[src/rtl/axi4_master_arbiter_pkg.sv]
// Shared types for the two-requester AXI4-Lite master arbiter: FSM encoding
// and AXI response codes.
package axi4_arb_pkg;

  typedef enum logic [2:0] {
    IDLE,
    WR_ADDR_DATA,
    WR_RESP,
    RD_ADDR,
    RD_DATA
  } arb_state_e;

  localparam logic [1:0] OKAY   = 2'b00;
  localparam logic [1:0] EXOKAY = 2'b01;
  localparam logic [1:0] SLVERR = 2'b10;
  localparam logic [1:0] DECERR = 2'b11;

endpackage

[src/rtl/axi4_master_arbiter_if.sv]
// Single-beat AXI4-Lite bus (AW/W/B/AR/R, no burst/ID/strobe) between the
// arbiter (master) and the interconnect (slave).
interface axi4_master_arbiter_if #(
  parameter int AXI_DATA_WIDTH = 32,
  parameter int AXI_ADDR_WIDTH = 32
) ();
  logic [AXI_ADDR_WIDTH-1:0] AXI_AWADDR;
  logic                      AXI_AWVALID;
  logic                      AXI_AWREADY;
  logic [AXI_DATA_WIDTH-1:0] AXI_WDATA;
  logic                      AXI_WVALID;
  logic                      AXI_WREADY;
  logic [1:0]                AXI_BRESP;
  logic                      AXI_BVALID;
  logic                      AXI_BREADY;
  logic [AXI_ADDR_WIDTH-1:0] AXI_ARADDR;
  logic                      AXI_ARVALID;
  logic                      AXI_ARREADY;
  logic [AXI_DATA_WIDTH-1:0] AXI_RDATA;
  logic                      AXI_RVALID;
  logic [1:0]                AXI_RRESP;
  logic                      AXI_RREADY;

  modport master (
    output AXI_AWADDR, AXI_AWVALID, AXI_WDATA, AXI_WVALID, AXI_BREADY,
           AXI_ARADDR, AXI_ARVALID, AXI_RREADY,
    input  AXI_AWREADY, AXI_WREADY, AXI_BRESP, AXI_BVALID,
           AXI_ARREADY, AXI_RDATA, AXI_RVALID, AXI_RRESP
  );

  modport slave (
    input  AXI_AWADDR, AXI_AWVALID, AXI_WDATA, AXI_WVALID, AXI_BREADY,
           AXI_ARADDR, AXI_ARVALID, AXI_RREADY,
    output AXI_AWREADY, AXI_WREADY, AXI_BRESP, AXI_BVALID,
           AXI_ARREADY, AXI_RDATA, AXI_RVALID, AXI_RRESP
  );
endinterface

[src/rtl/axi4_master_arbiter_rr_arbiter_2.sv]
// Two-way round-robin pick: on contention the requester that did not win
// last time gets the one-hot grant; otherwise the sole requester wins.
module rr_arbiter_2 (
  input  logic [1:0] req_i,
  input  logic       last_grant_i,
  output logic [1:0] gnt_o
);
  always_comb begin
    gnt_o = req_i;
    if (req_i == 2'b11) gnt_o = last_grant_i ? 2'b01 : 2'b10;
  end
endmodule

[src/rtl/axi4_master_arbiter.sv]
// Shares one AXI4-Lite master port between two register requesters, one
// transaction at a time, with round-robin grant and per-requester results.
module axi4_master_arbiter
  import axi4_arb_pkg::*;
#(
  parameter int AXI_DATA_WIDTH = 32,
  parameter int AXI_ADDR_WIDTH = 32
) (
  input  logic                      clk,
  input  logic                      reset,
  input  logic                      REQ0_VALID,
  input  logic                      REQ0_WRITE,
  input  logic [AXI_ADDR_WIDTH-1:0] REQ0_ADDR,
  input  logic [AXI_DATA_WIDTH-1:0] REQ0_WDATA,
  output logic                      REQ0_READY,
  output logic                      REQ0_DONE,
  output logic [AXI_DATA_WIDTH-1:0] REQ0_RDATA,
  output logic [1:0]                REQ0_RESP,
  input  logic                      REQ1_VALID,
  input  logic                      REQ1_WRITE,
  input  logic [AXI_ADDR_WIDTH-1:0] REQ1_ADDR,
  input  logic [AXI_DATA_WIDTH-1:0] REQ1_WDATA,
  output logic                      REQ1_READY,
  output logic                      REQ1_DONE,
  output logic [AXI_DATA_WIDTH-1:0] REQ1_RDATA,
  output logic [1:0]                REQ1_RESP,
  axi4_master_arbiter_if.master     axi
);
  localparam int AW = AXI_ADDR_WIDTH;
  localparam int DW = AXI_DATA_WIDTH;

  arb_state_e          state_q;
  logic                last_grant_q, cur_q;
  logic [1:0]          req_vld, gnt, ready_q, done_q;
  logic [1:0][DW-1:0]  rdata_q;
  logic [1:0][1:0]     resp_q;
  logic [AW-1:0]       awaddr_q, araddr_q, sel_addr;
  logic [DW-1:0]       wdata_q, sel_wdata;
  logic                awvalid_q, wvalid_q, bready_q, arvalid_q, rready_q;
  logic                gnt_idx, sel_write, aw_open, w_open;

  assign req_vld = {REQ1_VALID, REQ0_VALID};

  rr_arbiter_2 u_rr (
    .req_i       (req_vld),
    .last_grant_i(last_grant_q),
    .gnt_o       (gnt)
  );

  assign gnt_idx   = gnt[1];
  assign sel_write = gnt_idx ? REQ1_WRITE : REQ0_WRITE;
  assign sel_addr  = gnt_idx ? REQ1_ADDR  : REQ0_ADDR;
  assign sel_wdata = gnt_idx ? REQ1_WDATA : REQ0_WDATA;

  // Channel still waiting after this edge; AW and W retire independently.
  assign aw_open = awvalid_q & ~axi.AXI_AWREADY;
  assign w_open  = wvalid_q  & ~axi.AXI_WREADY;

  always_ff @(posedge clk) begin
    if (reset) begin
      state_q      <= IDLE;
      last_grant_q <= 1'b1;
      cur_q        <= 1'b0;
      ready_q      <= '0;
      done_q       <= '0;
      rdata_q      <= '0;
      resp_q       <= '0;
      awaddr_q     <= '0;
      wdata_q      <= '0;
      araddr_q     <= '0;
      awvalid_q    <= 1'b0;
      wvalid_q     <= 1'b0;
      bready_q     <= 1'b0;
      arvalid_q    <= 1'b0;
      rready_q     <= 1'b0;
    end else begin
      ready_q <= '0;
      done_q  <= '0;
      case (state_q)
        IDLE: begin
          if (|gnt) begin
            ready_q      <= gnt;
            last_grant_q <= gnt_idx;
            cur_q        <= gnt_idx;
            if (sel_write) begin
              awaddr_q  <= sel_addr;
              wdata_q   <= sel_wdata;
              awvalid_q <= 1'b1;
              wvalid_q  <= 1'b1;
              state_q   <= WR_ADDR_DATA;
            end else begin
              araddr_q  <= sel_addr;
              arvalid_q <= 1'b1;
              state_q   <= RD_ADDR;
            end
          end
        end
        WR_ADDR_DATA: begin
          if (!aw_open) awvalid_q <= 1'b0;
          if (!w_open)  wvalid_q  <= 1'b0;
          // An early BVALID is ignored until both address and data are out.
          if (!aw_open && !w_open) begin
            bready_q <= 1'b1;
            state_q  <= WR_RESP;
          end
        end
        WR_RESP: begin
          if (axi.AXI_BVALID) begin
            bready_q       <= 1'b0;
            done_q[cur_q]  <= 1'b1;
            resp_q[cur_q]  <= axi.AXI_BRESP;
            state_q        <= IDLE;
          end
        end
        RD_ADDR: begin
          if (axi.AXI_ARREADY) begin
            arvalid_q <= 1'b0;
            rready_q  <= 1'b1;
            state_q   <= RD_DATA;
          end
        end
        RD_DATA: begin
          if (axi.AXI_RVALID) begin
            rready_q       <= 1'b0;
            done_q[cur_q]  <= 1'b1;
            rdata_q[cur_q] <= axi.AXI_RDATA;
            resp_q[cur_q]  <= axi.AXI_RRESP;
            state_q        <= IDLE;
          end
        end
        default: state_q <= IDLE;
      endcase
    end
  end

  assign REQ0_READY = ready_q[0];
  assign REQ1_READY = ready_q[1];
  assign REQ0_DONE  = done_q[0];
  assign REQ1_DONE  = done_q[1];
  assign REQ0_RDATA = rdata_q[0];
  assign REQ1_RDATA = rdata_q[1];
  assign REQ0_RESP  = resp_q[0];
  assign REQ1_RESP  = resp_q[1];

  assign axi.AXI_AWADDR  = awaddr_q;
  assign axi.AXI_AWVALID = awvalid_q;
  assign axi.AXI_WDATA   = wdata_q;
  assign axi.AXI_WVALID  = wvalid_q;
  assign axi.AXI_BREADY  = bready_q;
  assign axi.AXI_ARADDR  = araddr_q;
  assign axi.AXI_ARVALID = arvalid_q;
  assign axi.AXI_RREADY  = rready_q;

endmodule
[src/flat_wrapper.sv]
// flat-port wrapper written by rule: the top's interface ports become plain ports
module axi4_master_arbiter_flat import axi4_arb_pkg::*;
#(
  parameter int AXI_DATA_WIDTH = 32,
  parameter int AXI_ADDR_WIDTH = 32
)
  (clk, reset, REQ0_VALID, REQ0_WRITE, REQ0_ADDR, REQ0_WDATA, REQ0_READY, REQ0_DONE, REQ0_RDATA, REQ0_RESP, REQ1_VALID, REQ1_WRITE, REQ1_ADDR, REQ1_WDATA, REQ1_READY, REQ1_DONE, REQ1_RDATA, REQ1_RESP, axi_AXI_AWADDR, axi_AXI_AWVALID, axi_AXI_WDATA, axi_AXI_WVALID, axi_AXI_BREADY, axi_AXI_ARADDR, axi_AXI_ARVALID, axi_AXI_RREADY, axi_AXI_AWREADY, axi_AXI_WREADY, axi_AXI_BRESP, axi_AXI_BVALID, axi_AXI_ARREADY, axi_AXI_RDATA, axi_AXI_RVALID, axi_AXI_RRESP);
  axi4_master_arbiter_if #(.AXI_DATA_WIDTH(AXI_DATA_WIDTH), .AXI_ADDR_WIDTH(AXI_ADDR_WIDTH)) axi_i ();
  input  logic clk;
  input  logic reset;
  input  logic REQ0_VALID;
  input  logic REQ0_WRITE;
  input  logic [AXI_ADDR_WIDTH-1:0] REQ0_ADDR;
  input  logic [AXI_DATA_WIDTH-1:0] REQ0_WDATA;
  output logic REQ0_READY;
  output logic REQ0_DONE;
  output logic [AXI_DATA_WIDTH-1:0] REQ0_RDATA;
  output logic [1:0] REQ0_RESP;
  input  logic REQ1_VALID;
  input  logic REQ1_WRITE;
  input  logic [AXI_ADDR_WIDTH-1:0] REQ1_ADDR;
  input  logic [AXI_DATA_WIDTH-1:0] REQ1_WDATA;
  output logic REQ1_READY;
  output logic REQ1_DONE;
  output logic [AXI_DATA_WIDTH-1:0] REQ1_RDATA;
  output logic [1:0] REQ1_RESP;
  output wire logic [$bits(axi_i.AXI_AWADDR)-1:0] axi_AXI_AWADDR;
  output wire logic [$bits(axi_i.AXI_AWVALID)-1:0] axi_AXI_AWVALID;
  output wire logic [$bits(axi_i.AXI_WDATA)-1:0] axi_AXI_WDATA;
  output wire logic [$bits(axi_i.AXI_WVALID)-1:0] axi_AXI_WVALID;
  output wire logic [$bits(axi_i.AXI_BREADY)-1:0] axi_AXI_BREADY;
  output wire logic [$bits(axi_i.AXI_ARADDR)-1:0] axi_AXI_ARADDR;
  output wire logic [$bits(axi_i.AXI_ARVALID)-1:0] axi_AXI_ARVALID;
  output wire logic [$bits(axi_i.AXI_RREADY)-1:0] axi_AXI_RREADY;
  input wire logic [$bits(axi_i.AXI_AWREADY)-1:0] axi_AXI_AWREADY;
  input wire logic [$bits(axi_i.AXI_WREADY)-1:0] axi_AXI_WREADY;
  input wire logic [$bits(axi_i.AXI_BRESP)-1:0] axi_AXI_BRESP;
  input wire logic [$bits(axi_i.AXI_BVALID)-1:0] axi_AXI_BVALID;
  input wire logic [$bits(axi_i.AXI_ARREADY)-1:0] axi_AXI_ARREADY;
  input wire logic [$bits(axi_i.AXI_RDATA)-1:0] axi_AXI_RDATA;
  input wire logic [$bits(axi_i.AXI_RVALID)-1:0] axi_AXI_RVALID;
  input wire logic [$bits(axi_i.AXI_RRESP)-1:0] axi_AXI_RRESP;
  assign axi_AXI_AWADDR = axi_i.AXI_AWADDR;
  assign axi_AXI_AWVALID = axi_i.AXI_AWVALID;
  assign axi_AXI_WDATA = axi_i.AXI_WDATA;
  assign axi_AXI_WVALID = axi_i.AXI_WVALID;
  assign axi_AXI_BREADY = axi_i.AXI_BREADY;
  assign axi_AXI_ARADDR = axi_i.AXI_ARADDR;
  assign axi_AXI_ARVALID = axi_i.AXI_ARVALID;
  assign axi_AXI_RREADY = axi_i.AXI_RREADY;
  assign axi_i.AXI_AWREADY = axi_AXI_AWREADY;
  assign axi_i.AXI_WREADY = axi_AXI_WREADY;
  assign axi_i.AXI_BRESP = axi_AXI_BRESP;
  assign axi_i.AXI_BVALID = axi_AXI_BVALID;
  assign axi_i.AXI_ARREADY = axi_AXI_ARREADY;
  assign axi_i.AXI_RDATA = axi_AXI_RDATA;
  assign axi_i.AXI_RVALID = axi_AXI_RVALID;
  assign axi_i.AXI_RRESP = axi_AXI_RRESP;
  axi4_master_arbiter #(.AXI_DATA_WIDTH(AXI_DATA_WIDTH), .AXI_ADDR_WIDTH(AXI_ADDR_WIDTH)) u_core (.clk(clk), .reset(reset), .REQ0_VALID(REQ0_VALID), .REQ0_WRITE(REQ0_WRITE), .REQ0_ADDR(REQ0_ADDR), .REQ0_WDATA(REQ0_WDATA), .REQ0_READY(REQ0_READY), .REQ0_DONE(REQ0_DONE), .REQ0_RDATA(REQ0_RDATA), .REQ0_RESP(REQ0_RESP), .REQ1_VALID(REQ1_VALID), .REQ1_WRITE(REQ1_WRITE), .REQ1_ADDR(REQ1_ADDR), .REQ1_WDATA(REQ1_WDATA), .REQ1_READY(REQ1_READY), .REQ1_DONE(REQ1_DONE), .REQ1_RDATA(REQ1_RDATA), .REQ1_RESP(REQ1_RESP), .axi(axi_i));
endmodule
[config.mk]
export PLATFORM = sky130hd
export DESIGN_NAME = axi4_master_arbiter_flat
export DESIGN_NICKNAME = d
export VERILOG_FILES = /design/src/rtl/axi4_master_arbiter_pkg.sv /design/src/rtl/axi4_master_arbiter_if.sv /design/src/rtl/axi4_master_arbiter_rr_arbiter_2.sv /design/src/rtl/axi4_master_arbiter.sv /design/src/flat_wrapper.sv
export SDC_FILE = /design/constraint.sdc
export NUM_CORES = 1
export LEC_CHECK = 0
export CORE_MARGIN = 2
export CORE_UTILIZATION = 40
export CTS_CLUSTER_SIZE = 12
export DETAILED_ROUTE_END_ITERATION = 8
export DONT_BUFFER_PORTS = 1
export REMOVE_ABC_BUFFERS = 1
export SLEW_MARGIN = 20
export SYNTH_ARGS = -nofsm -noshare
export SYNTH_HDL_FRONTEND = slang
export SYNTH_SLANG_ARGS = --single-unit
[constraint.sdc]
create_clock -name clk -period 2.5 [get_ports clk]
set_clock_uncertainty 0.2 [all_clocks]
set_input_delay 0.5 -clock clk [delete_from_list [all_inputs] [get_ports clk]]
set_output_delay 0.5 -clock clk [all_outputs]
set_load 0.01 [all_outputs]
=== Yosys cells after proc, flatten, opt, wreduce, memory -nomap -nowiden ===
Cells that the tools add are included.

* Output and inout port bits: 173
* Bits in registers: 178
* Bits of input ports: 175
* Logic and storage cells: 106

* Bitwise gates (word level): 7
* Order comparisons: 2
* Equal/unequal tests: 14
* Reduce and logical (&&, ||, !) cells: 23
* Mux-type cells: 43

{| class="wikitable"
|+ Operators with widths
! operator !! count
|-
| 32-bit two-way mux || 3
|-
| 64-bit bitwise mux || 1
|-
| 32-bit demux with 1-bit select || 1
|-
| 3-bit two-way mux || 5
|-
| 3-bit one-hot mux with 5 select lines || 1
|-
| 3-bit AND reduction || 5
|-
| 1-bit two-way mux || 13
|-
| 2-bit two-way mux || 6
|-
| 2-bit inequality test (second input constant) || 6
|-
| 4-bit AND reduction || 3
|-
| 1-bit one-hot mux with 2 select lines || 5
|-
| 2-bit nonzero test || 5
|-
| 4-bit bitwise mux || 2
|-
| 4-bit two-way mux || 2
|-
| 4-bit one-hot mux with 2 select lines || 1
|-
| 3-bit by 2-bit equality test with 1-bit output (second input constant) || 2
|-
| 2-bit by 1-bit inequality test with 1-bit output (second input constant) || 3
|-
| 1-bit NOT || 5
|-
| 5-bit AND reduction || 1
|-
| 2-bit one-hot mux with 2 select lines || 1
|-
| 2-bit AND reduction || 2
|-
| 3-bit by 1-bit equality test with 1-bit output (second input constant) || 1
|-
| 3-bit equality test (second input constant) || 1
|-
| 3-bit zero test || 1
|-
| 10 further kinds || 13
|}

=== Depth between registers and ports, before layout ===
Gate-level depths: netlist of run 1.

* Word-level depth: 7
* Depth in mapped cells: 7
* Mapped depth without buffers: 4

=== By module ===
Synthesis of run 1 repeated with hierarchy kept, for this count alone.

* Cells, all modules: 770
* Area, all modules: 7194.4 um^2

{| class="wikitable"
|+ By module, submodules not included
! module !! seq. area each (um^2) !! times used !! area each (um^2) !! cells an instance
|-
| axi4_master_arbiter || 3563.4 || 1 || 7175.6 || 767
|-
| rr_arbiter_2 || 0.0 || 1 || 18.8 || 3
|}

=== Worst setup path after synthesis of run 1 ===
OpenSTA, ideal clock, no wires.

* Kind: input to register
* Start point: input REQ1_VALID
* End point: register u_core.araddr_q[12], in the netlist u_core.axi.AXI_ARADDR[12]
* Slack: 0.578 ns
* Data required time: 2.209 ns
* Arrival time: 1.631 ns
* Path buffers: 3
* Stages: 7
* Setup time: 0.091 ns
* Cell sequence: a21bo_1 buf_6 mux2i_4 and2_1 buf_2 buf_2 a311oi_1

* Cells in the longest elaborated chain, start to end: 5
* Elaborated cells on any way between the ends: 7
* Those cells by class: 1 x eq/ne; 3 x mux; 1 x bitwise; 2 x reduce/logical

{| class="wikitable"
|+ Ends and longest elaborated chain
! item !! line !! source
|-
| from (decl) || flat_wrapper.sv:19 || <nowiki>input logic REQ1_VALID;</nowiki>
|-
| 2-bit equality test || axi4_master_arbiter_rr_arbiter_2.sv:10 || <nowiki>if (req_i == 2'b11) gnt_o = last_grant_i ? 2'b01 : 2'b10;</nowiki>
|-
| 2-bit two-way mux * || axi4_master_arbiter_rr_arbiter_2.sv:10 ||
|-
| 1-bit two-way mux || axi4_master_arbiter.sv:51 || <nowiki>assign sel_write = gnt_idx ? REQ1_WRITE : REQ0_WRITE;</nowiki>
|-
| 1-bit NOT (no source line) || -- ||
|-
| 3-bit AND reduction (no source line) || -- ||
|-
| to (signal assigned) || axi4_master_arbiter.sv:92 || <nowiki>araddr_q <= sel_addr;</nowiki>
|-
| to (decl) || axi4_master_arbiter.sv:37 || <nowiki>logic [AW-1:0] awaddr_q, araddr_q, sel_addr;</nowiki>
|}

Mark *: on every way between the ends. The rest lies on a longest branch, timed or not.
A chain may end at the register's enable or synchronous reset.

=== Worst setup path in the final report of run 1 ===
* Start point: register u_core.state_q[2]
* End point: register u_core.awaddr_q[3], in the netlist u_core.axi.AXI_AWADDR[3]

* Cells in the longest elaborated chain, start to end: 2

{| class="wikitable"
|+ Ends and longest elaborated chain
! item !! line !! source
|-
| from (decl) || axi4_master_arbiter.sv:32 || <nowiki>arb_state_e state_q;</nowiki>
|-
| from (signal assigned) || axi4_master_arbiter.sv:61 || <nowiki>state_q <= IDLE;</nowiki>
|-
| from (signal assigned) || axi4_master_arbiter.sv:90 || <nowiki>state_q <= WR_ADDR_DATA;</nowiki>
|-
| from (signal assigned) || axi4_master_arbiter.sv:94 || <nowiki>state_q <= RD_ADDR;</nowiki>
|-
| 3-bit zero test || axi4_master_arbiter.sv:79 || <nowiki>case (state_q)</nowiki>
|-
| 3-bit AND reduction (no source line) || -- ||
|-
| to (signal assigned) || axi4_master_arbiter.sv:86 || <nowiki>awaddr_q <= sel_addr;</nowiki>
|-
| to (decl) || axi4_master_arbiter.sv:37 ||
|}

No other way between the ends.

==> metrics.md, run 1 <==
| Metric | Value |
|---|---|
| Worst reg2reg path depth | `6` |
| Met2 Track Usage GR | `0.378` |
| Final-stage net count | `1200` |
| CP Max Fanout | `30` |
| Die height | `147 um` |
| Global Route Usage Sum | `0.229` |
| R2R Path Start | `u_core.state_q[2]$_SDFFE_PP0P_` |
| Post-Syn Area | `8170 sq um` |
| VDD IR-drop max | `0.000448 V` |
| Vias per cell | `5.57` |
| Clock latency on the worst-skew pair | `0.42 ns` |
| Post-Place Worst Slack | `0.367 ns` |
| RSZ-0062 raised after global routing | `false` |
| Root buf cell | `clkbuf_16` |
| Total congestion overflow | `0` |
| Worst Hold Depth | `2` |
| Met1 usage | `0.268` |
| Clk sinks | `178` |
| H-tree Lvls | `4` |
| Worst path max stage delay | `0.59 ns` |
| DR iter-0 viols | `339` |
| Worst setup path end | `u_core.axi.AXI_AWADDR[3]$_SDFFE_PP0P_` |
| Routed Antenna Nets | `0` |
| Final Hold Fails | `0` |
| Yosys warning count | `0` |
| Library cells used by synthesis | `39` |
| Synthesized instance count | `993` |
| CP top delay family | `buffers and inverters` |
| Sequential Area | `3570 sq um` |
| Final worst slack | `0.114 ns` |
| Starting Density | `0.405` |
| Area of the multi-input gates | `3970 sq um` |
| Core area | `20200 sq um` |
| Rows | `52` |
| Status | `finished, final reports clean` |
| Crit-path slowest cell | `dlygate4sd3_1` |
| CP bufs+invs | `2` |
| WP depth | `6` |
| Commonest non-fill, non-tap cell in the layout | `nand2_1` |
| Clock transition at path regs | `0.07 ns` |
| Max Slew Vio Count | `0` |
| Slew @ Worst Pin | `0.597 ns` |
| Die X | `147 um` |
| Number of port buffers | `0` |
| Placed Cells incl. Taps | `1182` |
| Fraction of layout cells with a size suffix above 1 | `0.101` |
| Final instance area | `9860 sq um` |
| First-pass GRT wire length | `39800 um` |
| # IOs | `348` |
| Placed Area | `8290 sq um` |
| Worst slew margin | `0.601` |
| Terminus of the critical flop-to-flop path | `u_core.axi.AXI_AWADDR[3]$_SDFFE_PP0P_` |
| Max frequency | `419 MHz` |
| DRC | `0` |
| Fillers | `1990` |
| #FFs+latches synth | `178` |
| Worst min-delay path category | `in2reg` |
| Power per cell area | `806 nW/um^2` |
| GR peak layer | `met2` |
| Crit end category | `register` |
| Via count of the first global-routing pass | `7054` |
| Layout Cells excl Fill | `1308` |
| Clock buffer depth | `2` |
| Routed vias | `7290` |
| Post-DP HPWL | `16000 um` |
| Layout Utilization | `0.489` |
| WL per Instance | `19.9 um` |
| Worst Setup Start Kind | `register` |
| Period utilization | `0.954` |
| Largest net degree at the start of global routing | `179` |
| First-pass DRT Iterations | `9` |
| Met3 usage | `0.102` |
| GP Congestion | `0.777` |
| Initial antenna violation count | `0` |
| Crit path kind | `reg2reg` |
| Fin crit period | `2.39 ns` |
| Die area | `21600 sq um` |
| CTS Buf Count | `17` |
| Leak | `3.39 nW` |
| Final wirelength | `26100 um` |
| Final setup fails | `0` |
| Cell Chain, Critical Path | `nor3_4, o21ai_4, a21o_4, buf_4, a211oi_1, dlygate4sd3_1` |
| CP arrival | `2.55 ns` |
| Number of max-cap violations | `0` |
| TritonCTS clock tree | `yes` |
| Worst setup startpoint | `u_core.state_q[2]$_SDFFE_PP0P_` |
| Area growth syn-to-layout | `20.7%` |
| Seq/Total Area, Yosys | `0.436` |
| Reg-to-reg setup timing slack | `0.11 ns` |
| CP required | `2.66 ns` |
| Commonest non-fill, non-tap cells in the layout | `nand2_1 (201), dfxtp_1 (174), a21oi_1 (170)` |
| Diode count | `0` |
| Synthesized area per cell | `8.23 sq um` |
## cells by family after synthesis
kind of cell / synth area share
mux: 0.00781
simple gates: 0.235
buf+inv: 0.0835
compound gates: 0.237
flops: 0.436
## state kept, by name, summed over array words and instances, names as in the netlist
| register | flops |
|---|---|
| u_core.done_q | 2 |
| u_core.last_grant_q | 1 |
| u_core.ready_q | 2 |
| u_core.axi.AXI_AWVALID | 1 |
| u_core.REQ1_RESP | 2 |
| u_core.cur_q | 1 |
| u_core.axi.AXI_WVALID | 1 |
| u_core.axi.AXI_WDATA | 32 |
| u_core.axi.AXI_RREADY | 1 |
| u_core.REQ0_RDATA | 32 |
| u_core.axi.AXI_BREADY | 1 |
| u_core.axi.AXI_ARADDR | 32 |
| u_core.REQ0_RESP | 2 |
| u_core.REQ1_RDATA | 32 |
| u_core.state_q | 3 |
| u_core.axi.AXI_ARVALID | 1 |
| u_core.axi.AXI_AWADDR | 32 |
## worst register-to-register path, delay by kind of cell, from the launching register on
kind,cells,cell delay (ns)
buffers and inverters,2,0.84
AO/OA/AOI/OAI,3,0.62
flip-flops,1,0.38
AND/OR/NAND/NOR,1,0.28
## cells in the mapped netlist
library cell	count	area, sq um
nand2_1	201	754
a21bo_1	1	10.0
nor3b_2	1	12.5
a311oi_1	31	272
o21ai_1	1	5.00
or3_1	1	6.26
a211oi_1	31	233
nor2_1	7	26.3
nor2b_1	2	12.5
a31o_2	1	8.76
a311oi_2	1	15.0
mux2i_4	1	22.5
nand3_1	3	15.0
a211oi_2	38	475
a31oi_1	1	6.26
nor3_4	1	16.3
o21bai_1	2	15.0
o21ai_0	3	15.0
buf_2	20	100
a21boi_2	1	11.3
mux2i_1	3	30.0
and3_1	2	12.5
nor3b_1	2	15.0
clkbuf_1	68	255
o221ai_1	1	8.76
nand2b_1	6	37.5
buf_1	2	7.51
a21o_1	1	7.51
nor3_1	3	15.0
inv_1	68	255
a21oi_1	170	851
dfxtp_1	178	3560
and3b_1	1	8.76
and2_1	1	6.26
buf_6	5	56.3
mux2_2	1	11.3
buf_4	1	7.51
nand3b_1	131	983
o22ai_1	1	6.26
## how the worst min path moves through the flow
stage | slack, ns | to | from
after global placement | 0.29 | u_core.axi.AXI_AWADDR[8]$_SDFFE_PP0P_ | u_core.axi.AXI_AWADDR[8]$_SDFFE_PP0P_
after detailed placement | 0.29 | u_core.axi.AXI_AWADDR[20]$_SDFFE_PP0P_ | u_core.axi.AXI_AWADDR[20]$_SDFFE_PP0P_
final | 0.008 | u_core.REQ1_RDATA[21]$_SDFFE_PP0P_ | axi_AXI_RDATA[21]
after global routing | 0.002 | u_core.REQ0_RDATA[18]$_SDFFE_PP0P_ | axi_AXI_RDATA[18]
after CTS | -0.05 | u_core.axi.AXI_ARADDR[9]$_SDFFE_PP0P_ | reset
after floorplan | 0.27 | u_core.axi.AXI_AWADDR[0]$_SDFFE_PP0P_ | u_core.axi.AXI_AWADDR[0]$_SDFFE_PP0P_
## cell type report
| class | instances | area share |
|---|---|---|
| inverters | 68 | 0.0259 |
| flip-flops and latches | 178 | 0.362 |
| well taps | 270 | 0.0342 |
| multi-input cells | 651 | 0.402 |
| clock buffers | 17 | 0.0431 |
| repair buffers | 109 | 0.116 |
| clock inverters | 15 | 0.0167 |
## through the flow
stage	total power, mW	hold WS [ns]	setup TNS [ns]
2_1_floorplan	4.50	0.269	-205.75
4_1_cts	7.94	-0.0516	0
3_3_place_gp	4.96	0.285	0
6_report	7.95	0.00803	0
5_1_grt	8.35	0.00168	0
3_5_place_dp	4.98	0.286	0
## power breakdown
group,internal [mW],switching [mW]
Clock,1.43,1.28
Sequential,3.16,0.446
Combinational,0.760,0.882
Total,5.35,2.61
## routing by layer
layer	up-vias	share of wire
met5	-	0
met4	0	0.019
met3	30	0.12
met2	353	0.48
met1	3429	0.38
li1	3478	-
## repair_timing
item | 4_1_cts | 5_1_grt
setup buffers | 0 | 3
hold endpoints to repair | 174 | 46
resized for setup | 0 | 8
endpoints found under the setup margin | 0 | 64
hold buffers | 75 | 16
(Power assumes the default switching activity.)
==> inputs of run 2 (changes only) <==
Settings changed: CORE_UTILIZATION 40 to 30, PLACE_DENSITY set to 0.53, SYNTH_HIERARCHICAL set to 1.
==> run 2 against run 1 <==
The run now ends with hold timing left. Clock power up 3%. Count of clock-buffer cells in the layout up 1. Design area down 7.1%. Sequential cell count unchanged. First-iteration DRC count up 6.2%.
==> metrics.md, run 2 <==
| Metric | Value |
|---|---|
| Commonest non-fill, non-tap cells in the layout | `dfxtp_1 (176), nand2_1 (134), nor2_1 (107)` |
| Fin crit period | `2.40 ns` |
| Die X | `159 um` |
| Final wirelength | `21300 um` |
| Clk sinks | `178` |
| RSZ-0062 raised after global routing | `false` |
| Number of max-cap violations | `0` |
| First-pass DRT Iterations | `4` |
| Initial antenna violation count | `0` |
| Root buf cell | `clkbuf_16` |
| Yosys warning count | `6` |
| Most frequent cell after synthesis | `dfxtp_1` |
| CTS Buf Count | `17` |
| Rows | `56` |
| Fin Hold WS | `-0.0244 ns` |
| Global Route Usage Sum | `0.161` |
| Diode count | `0` |
| Share of the synthesized area in the top cell type | `0.495` |
| Post-Place Worst Slack | `0.222 ns` |
| Synthesized instance count | `770` |
| H-tree Lvls | `4` |
| #FFs+latches synth | `178` |
| Crit end category | `register` |
| Core area | `23500 sq um` |
| Routed Antenna Nets | `0` |
| VDD IR-drop max | `0.000410 V` |
| Worst slew margin | `0.467` |
| Leak | `3.34 nW` |
| Total power | `8.33 mW` |
| Seq/Total Area, Yosys | `0.495` |
| GP Congestion | `0.820` |
| Final Hold Fails | `5` |
| Routed vias | `5697` |
| Fraction of layout cells with a size suffix above 1 | `0.143` |
| Power per cell area | `909 nW/um^2` |
| Clock transition at path regs | `0.08 ns` |
| Total congestion overflow | `0` |
| Vias per cell | `4.87` |
| Final setup fails | `0` |
| Crit path kind | `reg2reg` |
| Clock buffer depth | `2` |
| Starting Density | `0.306` |
| Number of port buffers | `0` |
| Max Slew Vio Count | `0` |
| Commonest non-fill, non-tap cell in the layout | `dfxtp_1` |
| Post-synth EDFFs | `0` |
| DR iter-0 viols | `360` |
| Largest net degree at the start of global routing | `180` |
| Worst min-delay path category | `in2reg` |
| Async S/R FF share, synth | `0` |
| Synthesized area per cell | `9.34 sq um` |
| Fillers | `2390` |
| Most used DFF post-synth | `dfxtp_1` |
| Status | `complete, but fails checks` |
| Slew @ Worst Pin | `0.797 ns` |
| WL per Instance | `18.2 um` |
| First-pass GRT wire length | `32100 um` |
| CP arrival | `2.55 ns` |
| Violated checks | `hold timing` |
| Final-stage net count | `1015` |
| Synth top area cells | `dfxtp_1 (50%), a211oi_2 (10%), mux2i_1 (9.2%), nand2_1 (7.0%), nor2_1 (5.6%)` |
| Post-Syn Area | `7190 sq um` |
| Cell taking the most area after synthesis | `dfxtp_1` |
| CP required | `2.66 ns` |
| Worst Setup Start Kind | `register` |
| Area growth syn-to-layout | `27.4%` |
| Period utilization | `0.959` |
| Post-DP HPWL | `14100 um` |
| Die area | `25200 sq um` |
| Die height | `159 um` |
| Via count of the first global-routing pass | `5433` |
| CP Max Fanout | `52` |
| Placed Cells incl. Taps | `1042` |
| Library cells used by synthesis | `35` |
| Layout Cells excl Fill | `1171` |
| # IOs | `348` |
| DRC | `0` |
| Final worst slack | `0.103 ns` |
| TritonCTS clock tree | `yes` |
| List of most frequent post-synthesis cells | `dfxtp_1 (178), nand2_1 (134), nor2_1 (107), a21oi_1 (73), mux2i_1 (66)` |
| Setup TNS Final | `0 ns` |
| Max frequency | `417 MHz` |
| Clock latency on the worst-skew pair | `0.41 ns` |
| Layout Utilization | `0.389` |
[run 2: cell types whose count changed in the layout (fill, tap and decap cells not counted), sizes merged, moves of 3 or more]
cell         change
a21oi           -96
nor2b            +3
mux2i           +62
dlygate4sd3      +6
a311oi          -32
a211oi          +32
nand3b         -128
o21ai            -3
inv             -67
nor2           +100
nand2           -67
[run 2: metal layers]
layer	up-vias	track usage	routed length, um
li1	2812	-	-
met1	2685	0.202	9180
met2	178	0.267	10500
met3	22	0.0457	1210
met4	0	0.0558	443
met5	-	0	0
[run 2: final timing paths]
kind / from / end / slack (ns) / cells after the start
min reg2reg: u_core/axi.AXI_AWADDR[28]$_SDFFE_PP0P_ / u_core/axi.AXI_AWADDR[28]$_SDFFE_PP0P_ / 0.35 / 2
max reg2reg: u_core/last_grant_q$_SDFFE_PP1P_ / u_core/axi.AXI_AWADDR[21]$_SDFFE_PP0P_ / 0.10 / 6
max: u_core/last_grant_q$_SDFFE_PP1P_ / u_core/axi.AXI_AWADDR[21]$_SDFFE_PP0P_ / 0.10 / 6
min: reset / u_core/axi.AXI_AWADDR[9]$_SDFFE_PP0P_ / -0.02 / 1
[run 2: critical path, cell delays in order, from the launching register on]
cell	delay [ns]
dfxtp_1	0.36
a21boi_4	0.25
buf_12	0.32
mux2i_1	0.14
buf_4	0.17
a211oi_1	0.25
dlygate4sd3_1	0.58
[run 2: cell families after synthesis]
| kind of cell | count (synthesis) | synth area share |
|---|---|---|
| AOI/OAI and AO/OA | 184 | 0.209 |
| buffers and inverters | 71 | 0.0483 |
| DFF | 178 | 0.495 |
| muxes | 67 | 0.0934 |
| and+or+nand+nor | 270 | 0.154 |
[run 2: what timing repair did]
item	CTS	global route
endpoints found under the hold margin	176	15
gates resized for setup	0	14
hold buffers	94	1
setup endpoints to repair	0	81
buffers inserted	0	2
[run 2: area by class of cell]
type / instances / area [sq um] / share of cell area
flip-flops and latches: 178 / 3570 / 0.389
multi-input cells: 521 / 3320 / 0.363
repair buffers: 117 / 1250 / 0.136
clock buffers: 18 / 429 / 0.0468
well taps: 319 / 399 / 0.0436
clock inverters: 13 / 176 / 0.0193
inverters: 5 / 18.8 / 0.00205
[run 2: metrics by stage]
stage / instance area, sq um / hold slack (ns)
after CTS: 9060 / -0.0921
after global placement: 7510 / 0.289
after global routing: 9160 / -0.0677
final: 9160 / -0.0244
after floorplan: 6870 / 0.271
after detailed placement: 7510 / 0.294
[run 2: report_power, final]
part           leakage (nW)  switching, mW  internal (mW)
sequential             1.45          0.551           3.26
combinational          1.60          0.905          0.829
clock                 0.296           1.20           1.60
total                  3.34           2.65           5.68
